$ cat config.mk
export PLATFORM = sky130hd
export DESIGN_NAME = fperm_tbl_loader
export DESIGN_NICKNAME = d
export VERILOG_FILES = /design/src/rtl/fperm_tbl_loader.sv
export SDC_FILE = /design/constraint.sdc
export NUM_CORES = 1
export LEC_CHECK = 0
export CELL_PAD_IN_SITES_DETAIL_PLACEMENT = 1
export CELL_PAD_IN_SITES_GLOBAL_PLACEMENT = 1
export CORE_UTILIZATION = 26
export CTS_BUF_LIST = sky130_fd_sc_hd__clkbuf_2 sky130_fd_sc_hd__clkbuf_4 sky130_fd_sc_hd__clkbuf_8
export CTS_CLUSTER_SIZE = 16
export DETAILED_ROUTE_END_ITERATION = 10
export GPL_ROUTABILITY_DRIVEN = 0
export PLACE_DENSITY_LB_ADDON = 0.1
export REMOVE_ABC_BUFFERS = 1
export SLEW_MARGIN = 20
export SYNTH_ARGS = -nofsm -noshare
export SYNTH_HDL_FRONTEND = slang
export SYNTH_SLANG_ARGS = --single-unit
$ cat constraint.sdc
create_clock -name clk -period 1.85 [get_ports clk]
set_clock_uncertainty 0.05 [all_clocks]
set_input_delay 0.2775 -clock clk [delete_from_list [all_inputs] [get_ports clk]]
set_output_delay 0.2775 -clock clk [all_outputs]
set_load 0.005 [all_outputs]
$ cat src/rtl/fperm_tbl_loader.sv
// Write-side sequencer for the FP permute lookup table: bursts of packed FP words to consecutive wrapping indices.
// Optional read-back verification of each burst is compiled in with `define FPERM_TBL_VERIFY_EN.
module fperm_tbl_loader #(
  parameter int unsigned IDX_W  = 3,
  parameter int unsigned RD_LAT = 2
) (
  input  logic             clk,
  input  logic             rst,
  input  logic             start,
  input  logic [IDX_W-1:0] base_idx,
  input  logic [IDX_W:0]   count,
  input  logic [1:0]       cfg_ptype,
  input  logic             in_valid,
  output logic             in_ready,
  input  logic [67:0]      in_data,
  output logic             tbl_write,
  output logic [IDX_W-1:0] tbl_idx,
  output logic [67:0]      tbl_data,
  output logic             busy,
  output logic             done,
  output logic             err,
  output logic             tbl_read,
  input  logic [67:0]      rd_data
);

  localparam int unsigned    DEPTH   = 1 << IDX_W;
  localparam logic [IDX_W:0] DEPTH_C = DEPTH[IDX_W:0];

  localparam logic [1:0] S_IDLE   = 2'd0;
  localparam logic [1:0] S_LOAD   = 2'd1;
  localparam logic [1:0] S_DONE   = 2'd3;
`ifdef FPERM_TBL_VERIFY_EN
  localparam logic [1:0] S_VERIFY = 2'd2;
`endif

  logic [1:0]       state_q, state_d;
  logic [IDX_W-1:0] base_q, base_d;
  logic [IDX_W:0]   cnt_q, cnt_d;
  logic [1:0]       ptype_q, ptype_d;
  logic [IDX_W:0]   n_q, n_d;
  logic             err_q, err_d;
  logic             wr_q, wr_d;
  logic [IDX_W-1:0] idx_q, idx_d;
  logic [67:0]      data_q, data_d;

  logic             hs;
  logic             tag_ok;
  logic [IDX_W:0]   cnt_clamp;
  logic [IDX_W-1:0] idx_wr;

  // Ready drops as soon as the last word is in, so no extra word slips through.
  assign in_ready  = (state_q == S_LOAD) && (n_q != cnt_q);
  assign hs        = in_valid && in_ready;
  assign tag_ok    = (in_data[67:66] == ptype_q);
  assign cnt_clamp = (count > DEPTH_C) ? DEPTH_C : count;
  assign idx_wr    = base_q + n_q[IDX_W-1:0];

`ifdef FPERM_TBL_VERIFY_EN
  localparam logic [RD_LAT-1:0] PV_LAST = RD_LAT'(1) << (RD_LAT - 1);

  logic [67:0]      shadow_q [DEPTH];
  logic [IDX_W-1:0] widx_q   [DEPTH];
  logic [IDX_W:0]   wcnt_q, wcnt_d;
  logic [IDX_W:0]   k_q, k_d;
  logic             rd_q, rd_d;
  logic [67:0]      rexp_q, rexp_d;
  logic [RD_LAT-1:0] pv_q;
  logic [67:0]      pexp_q [RD_LAT];
`endif

  always_comb begin
    state_d = state_q;
    base_d  = base_q;
    cnt_d   = cnt_q;
    ptype_d = ptype_q;
    n_d     = n_q;
    err_d   = err_q;
    wr_d    = 1'b0;
    idx_d   = idx_q;
    data_d  = data_q;
`ifdef FPERM_TBL_VERIFY_EN
    wcnt_d  = wcnt_q;
    k_d     = k_q;
    rd_d    = 1'b0;
    rexp_d  = rexp_q;
`endif
    case (state_q)
      S_IDLE: begin
        if (start) begin
          base_d  = base_idx;
          cnt_d   = cnt_clamp;
          ptype_d = cfg_ptype;
          err_d   = 1'b0;
          n_d     = '0;
          state_d = (cnt_clamp == '0) ? S_DONE : S_LOAD;
`ifdef FPERM_TBL_VERIFY_EN
          wcnt_d  = '0;
          k_d     = '0;
`endif
        end
      end
      S_LOAD: begin
        if (hs) begin
          n_d = n_q + 1'b1;
          if (tag_ok) begin
            wr_d   = 1'b1;
            idx_d  = idx_wr;
            data_d = in_data;
`ifdef FPERM_TBL_VERIFY_EN
            wcnt_d = wcnt_q + 1'b1;
`endif
          end else begin
            err_d = 1'b1;
          end
        end else if (n_q == cnt_q) begin
`ifdef FPERM_TBL_VERIFY_EN
          state_d = S_VERIFY;
`else
          state_d = S_DONE;
`endif
        end
      end
`ifdef FPERM_TBL_VERIFY_EN
      S_VERIFY: begin
        if (k_q != wcnt_q) begin
          rd_d   = 1'b1;
          idx_d  = widx_q[k_q[IDX_W-1:0]];
          rexp_d = shadow_q[k_q[IDX_W-1:0]];
          k_d    = k_q + 1'b1;
        end else if (!rd_q && ((pv_q & ~PV_LAST) == '0)) begin
          // Leave when only the final compare remains, so err and done land together.
          state_d = S_DONE;
        end
      end
`endif
      S_DONE:  state_d = S_IDLE;
      default: state_d = S_IDLE;
    endcase
`ifdef FPERM_TBL_VERIFY_EN
    if (pv_q[RD_LAT-1] && (rd_data != pexp_q[RD_LAT-1])) err_d = 1'b1;
`endif
  end

  always_ff @(posedge clk) begin
    if (rst) begin
      state_q <= S_IDLE;
      base_q  <= '0;
      cnt_q   <= '0;
      ptype_q <= '0;
      n_q     <= '0;
      err_q   <= 1'b0;
      wr_q    <= 1'b0;
      idx_q   <= '0;
      data_q  <= '0;
    end else begin
      state_q <= state_d;
      base_q  <= base_d;
      cnt_q   <= cnt_d;
      ptype_q <= ptype_d;
      n_q     <= n_d;
      err_q   <= err_d;
      wr_q    <= wr_d;
      idx_q   <= idx_d;
      data_q  <= data_d;
    end
  end

`ifdef FPERM_TBL_VERIFY_EN
  // Shadow kept in write order so verification replays writes without scanning skipped slots.
  always_ff @(posedge clk) begin
    if (state_q == S_LOAD && hs && tag_ok) begin
      shadow_q[wcnt_q[IDX_W-1:0]] <= in_data;
      widx_q[wcnt_q[IDX_W-1:0]]   <= idx_wr;
    end
  end

  always_ff @(posedge clk) begin
    if (rst) begin
      wcnt_q <= '0;
      k_q    <= '0;
      rd_q   <= 1'b0;
      rexp_q <= '0;
      pv_q   <= '0;
    end else begin
      wcnt_q  <= wcnt_d;
      k_q     <= k_d;
      rd_q    <= rd_d;
      rexp_q  <= rexp_d;
      pv_q[0] <= rd_q;
      for (int unsigned i = 1; i < RD_LAT; i++) pv_q[i] <= pv_q[i-1];
    end
  end

  always_ff @(posedge clk) begin
    pexp_q[0] <= rexp_q;
    for (int unsigned i = 1; i < RD_LAT; i++) pexp_q[i] <= pexp_q[i-1];
  end

  assign tbl_read = rd_q;
`else
  logic unused_ok;
  assign unused_ok = ^{rd_data, RD_LAT[0]};
  assign tbl_read  = 1'b0;
`endif

  assign tbl_write = wr_q;
  assign tbl_idx   = idx_q;
  assign tbl_data  = data_q;
  assign busy      = (state_q != S_IDLE);
  assign done      = (state_q == S_DONE);
  assign err       = err_q;

endmodule

### Word-level counts from Yosys, hierarchy flattened

Cells that the tools add are included.

| word-level totals | value |
|---|---|
| register bits | 88 |
| output and inout bits | 77 |

| cells by class | value |
|---|---|
| add/sub/neg operators | 2 |
| order comparisons | 1 |
| eq/ne operators | 10 |
| mux-type cells | 14 |
| bitwise operators | 2 |
| reductions and logical operators | 12 |

Operator list:

| kind | count |
|---|---|
| two-way mux 4 bit | 3 |
| AND reduction 3 bit | 3 |
| two-way mux 2 bit | 4 |
| != test 2 bit, second input constant | 4 |
| one-hot mux 4 bit (2 select lines) | 1 |
| adder 4 x 1 -> 4 bit, second input constant | 1 |
| equality test 4 bit | 1 |
| > comparator 4 bit, second input constant | 1 |
| logical NOT 4 bit | 1 |
| two-way mux 1 bit | 4 |
| != test 4 bit | 1 |
| one-hot mux 2 bit (2 select lines) | 1 |
| AND reduction 4 bit | 1 |
| nonzero test 2 bit | 2 |
| adder 3 bit | 1 |
| OR reduction 3 bit | 1 |
| equality test 2 x 1 -> 1 bit, second input constant | 1 |
| equality test 2 bit | 1 |
| equality test 2 bit, second input constant | 1 |
| logical AND 1 bit | 2 |
| logical NOT 2 bit | 1 |
| != test 2 x 1 -> 1 bit, second input constant | 1 |
| inverter 1 bit | 2 |
| one-hot mux 1 bit (2 select lines) | 1 |
| AND reduction 2 bit | 1 |

### Longest topological paths before layout

| logic depth | value |
|---|---|
| depth after elaboration | 6 |
| mapped depth | 7 |
| gate-level depth less buffers | 6 |

### Worst setup path after synthesis

No wires, ideal clock.

| timing | value |
|---|---|
| kind | register -> register |
| start | reg n_q[0] |
| end | reg idx_q[2], in the netlist tbl_idx[2] |
| setup time | 86 ps |
| arrival time | 1,401 ps |
| required time | 1,714 ps |
| slack | 314 ps |
| cell stages (with the launch flop) | 7 |
| path buffers | 0 |
| period minus slack after synthesis | 1,536 ps |
| cells stage by stage | dfxtp_1 ha_1 inv_1 fa_1 xnor2_1 xnor2_1 a211oi_1 |

| on the way | value |
|---|---|
| longest elaborated chain between the ends | 4 |
| elaborated cells on any way between the ends | 5 |
| classes of those cells | add/sub: 1; eq/ne: 1; reduce/logical: 3 |

RTL lines:

| what | RTL line | RTL |
|---|---|---|
| start: declaration | 40 | `logic [IDX_W:0] n_q, n_d;` |
| start signal: assignment | 160 | `n_q <= n_d;` |
| != test 4 bit | 52 | `assign in_ready = (state_q == S_LOAD) && (n_q != cnt_q);` |
| logical AND 1 bit | 52 |  |
| logical AND 1 bit | 53 | `assign hs = in_valid && in_ready;` |
| AND reduction 3 bit (no source line) | -- |  |
| end signal: assignment | 163 | `idx_q <= idx_d;` |
| end: declaration | 43 | `logic [IDX_W-1:0] idx_q, idx_d;` |

Parallel ways exist; a longest one is shown, timed or not.
A chain may end at the register's enable or synchronous reset.

### Final worst setup path

| timing | value |
|---|---|
| start | reg state_q[0] |
| end | out done |

| on the way | value |
|---|---|
| longest elaborated chain between the ends | 1 |

RTL lines:

| what | RTL line | RTL |
|---|---|---|
| start: declaration | 36 | `logic [1:0] state_q, state_d;` |
| start signal: assignment | 156 | `state_q <= state_d;` |
| equality test 2 bit | 210 | `assign done = (state_q == S_DONE);` |
| end: declaration | 20 | `output logic done,` |

No other way between the ends.

==> flow_metrics.tcl <==
set metrics [dict create \
    outcome "completed" \
    grt_max_degree 72 \
    clockRootBuffer "clkbuf_8" \
    grtUsageTotal 0.173 \
    start_kind "register" \
    numPortBuffers 156 \
    synth_common_cells "88 x dfxtp_1, 82 x a21oi_1, 70 x nand3_1, 68 x o21ai_0, 20 x nand2_1" \
    cp.required_ns 1.52 \
    whs_path_depth 2 \
    syn_inst 424 \
    r2r-end "tbl_idx[1]" \
    seq_area_sq_mm 0.00177 \
    worstSetupPathType "register to primary output" \
    cts_tree "done" \
    grt_overflow 0 \
    wl_mm 12.5 \
    core_sq_mm 0.0135 \
    yosysWarningCount 0 \
    ios 226 \
    holdBufCountCts 0 \
    fillerInstances 1586 \
    post-dp-hpwl_mm 8.02 \
    nets 726 \
    via_per_inst 4.86 \
    cp-end-kind "primary output" \
    min_path_type "input pin to register" \
    worst_r2r_path_depth 6 \
    worst-path-buf-inv 2 \
    crit_family "buffers and inverters" \
    cts_num_sinks 88 \
    multiInputGateArea_sq_mm 0.00159 \
    r2r_slack_ns 0.11 \
    finalHoldViolations 0 \
    cap_violations 0 \
    finalSetupViolations 0 \
    fin_setup_tns_ns 0 \
    rsz0062_at_grt "no" \
    maxSlewViolCount 0 \
    synth_top_area_share 0.484 \
    first_pass_iters 4 \
    min_from "rst" \
    first_global_vias 3704 \
    dp_worst_setup_slack_ns -0.161 \
    min_period_over_period 0.947 \
    num_rows 42 \
    ys_async_sr_fraction 0 \
    antenna_found_initial 0 \
    die_w_um 120 \
    max_clock_freq_mhz 571 \
    yosysMostFrequentCell "dfxtp_1" \
    slowest_stage "clkdlybuf4s50_1" \
    syn_to_final_growth_pct 54.1 \
    whs_ns 0.272 \
    grt_pass1_wl_mm 19.4 \
    critPathArrivalTime_ns 1.42 \
    drive_gt1_frac 0.109 \
    cts.htree.levels 3 \
    ys_ff_latch 88 \
    ys_seq_area_frac 0.484 \
    setup_ws_ns 0.0980 \
    clk_path_buf_depth 2 \
    ant_nets 0 \
    p_leak_uw 0.00184 \
    synth_area_leader_cell "dfxtp_1" \
    syn-cell-area_sq_mm 0.00364 \
    path_clk_slew_ns 0.08 \
    synthDistinctLibCells 37 \
    critical_path.cell_chain "buf_6 -> and2_1 -> clkdlybuf4s50_1" \
    start_util 0.270 \
    post_drt_wl_per_cell_um 16.5 \
    vias 3666 \
    irDropWorstVdd_mv 0.319 \
    synth_edf_count 0 \
    slowest_delay_ns 0.49 \
    min_period_ns 1.75 \
    cts_buffers 9 \
    cp_max_fo 7 \
    powerDensity_mw_per_mm2 673 \
    dieArea_sq_mm 0.0145 \
    drt_iter0_markers 199 \
    rr_startpoint "n_q[3]" \
    synthTopCellsByArea "dfxtp_1 48%, a21oi_1 11%, nand3_1 9.6%" \
    ys.flop_type "dfxtp_1" \
    clock_latency_ns 0.37 \
    utilization 0.417 \
    syn_avg_cell_area_sq_um 8.58 \
    drc 0 \
    die_h_um 120 \
    holdPathEnd "base_q[0]" \
    antenna_cells 0 \
]
==> report_power, final <==
group | total [uW] | internal, uW | switching, uW
Combinational | 581 | 292 | 289
Sequential | 1940 | 1920 | 17.7
Clock | 1250 | 547 | 703
==> cells by family after synthesis <==
family,Yosys count,synth area share
AO/OA/AOI/OAI,160,0.227
XOR/XNOR,8,0.0193
adder cells (fa/ha/maj),3,0.0124
buffers and inverters,47,0.0912
flip-flops,88,0.484
multiplexers,3,0.00894
other,1,0.00103
AND/OR/NAND/NOR,114,0.155
==> layer usage <==
metal / vias up / global-route usage / share of wire
met3: 11 / 0.0439 / 0.067
met5: - / 0 / 0
met1: 1759 / 0.213 / 0.44
met4: 0 / 0.0718 / 0.015
li1: 1794 / - / -
met2: 102 / 0.286 / 0.47
==> worst max path at each step <==
stage / slack, ns / from / cells past startpoint / to
4_1_cts: 0.009 / n_q[1] / 4 / in_ready
5_1_grt: 0.005 / n_q[3] / 6 / tbl_idx[1]
3_3_place_gp: -0.09 / in_data[67] / 6 / tbl_idx[1]
2_1_floorplan: -0.61 / n_q[0] / 5 / tbl_idx[2]
3_5_place_dp: -0.16 / in_data[67] / 6 / tbl_idx[1]
6_report: 0.1 / state_q[0] / 3 / done
==> flip-flops by register name, summed over array words and instances (netlist names) <==
signal	count
tbl_idx	3
cnt_q	4
tbl_write	1
n_q	4
ptype_q	2
tbl_data	68
base_q	3
err	1
state_q	2
==> cell type report <==
cell class,instances,share of cell area
Multi-Input combinational cell,289,0.284
Inverter,5,0.00558
Timing Repair Buffer,181,0.324
Clock buffer,12,0.0272
Tap cell,176,0.0393
Clock inverter,4,0.00357
Sequential cell,88,0.316
==> repair_timing <==
action,in CTS,in global routing
setup endpoints to repair,2,3
resized for setup,11,7
buffers inserted,1,1
pin swaps,3,2
==> placed cells by master (no fill, tap or decap), drive strengths merged, types with 2 or more instances in the layout <==
cell / count
clkdlybuf4s50: 153
dfxtp: 88
a21oi: 82
o21ai: 72
nand3: 70
buf: 26
nand2: 20
clkbuf: 13
xnor2: 8
nor2: 6
nand3b: 5
inv: 5
clkinv: 4
nor3: 3
mux2: 2
a211oi: 2
ha: 2
and3: 2
==> metrics by stage <==
stage / area [sq um] / cells / total power (uW)
floorplan: 3340 / 382 / 2150
global placement: 5370 / 737 / 2550
detailed placement: 5370 / 737 / 2560
CTS: 5590 / 754 / 3850
global route: 5610 / 755 / 3960
finish: 5610 / 755 / 3770
Power figures use the tool's default switching activity.
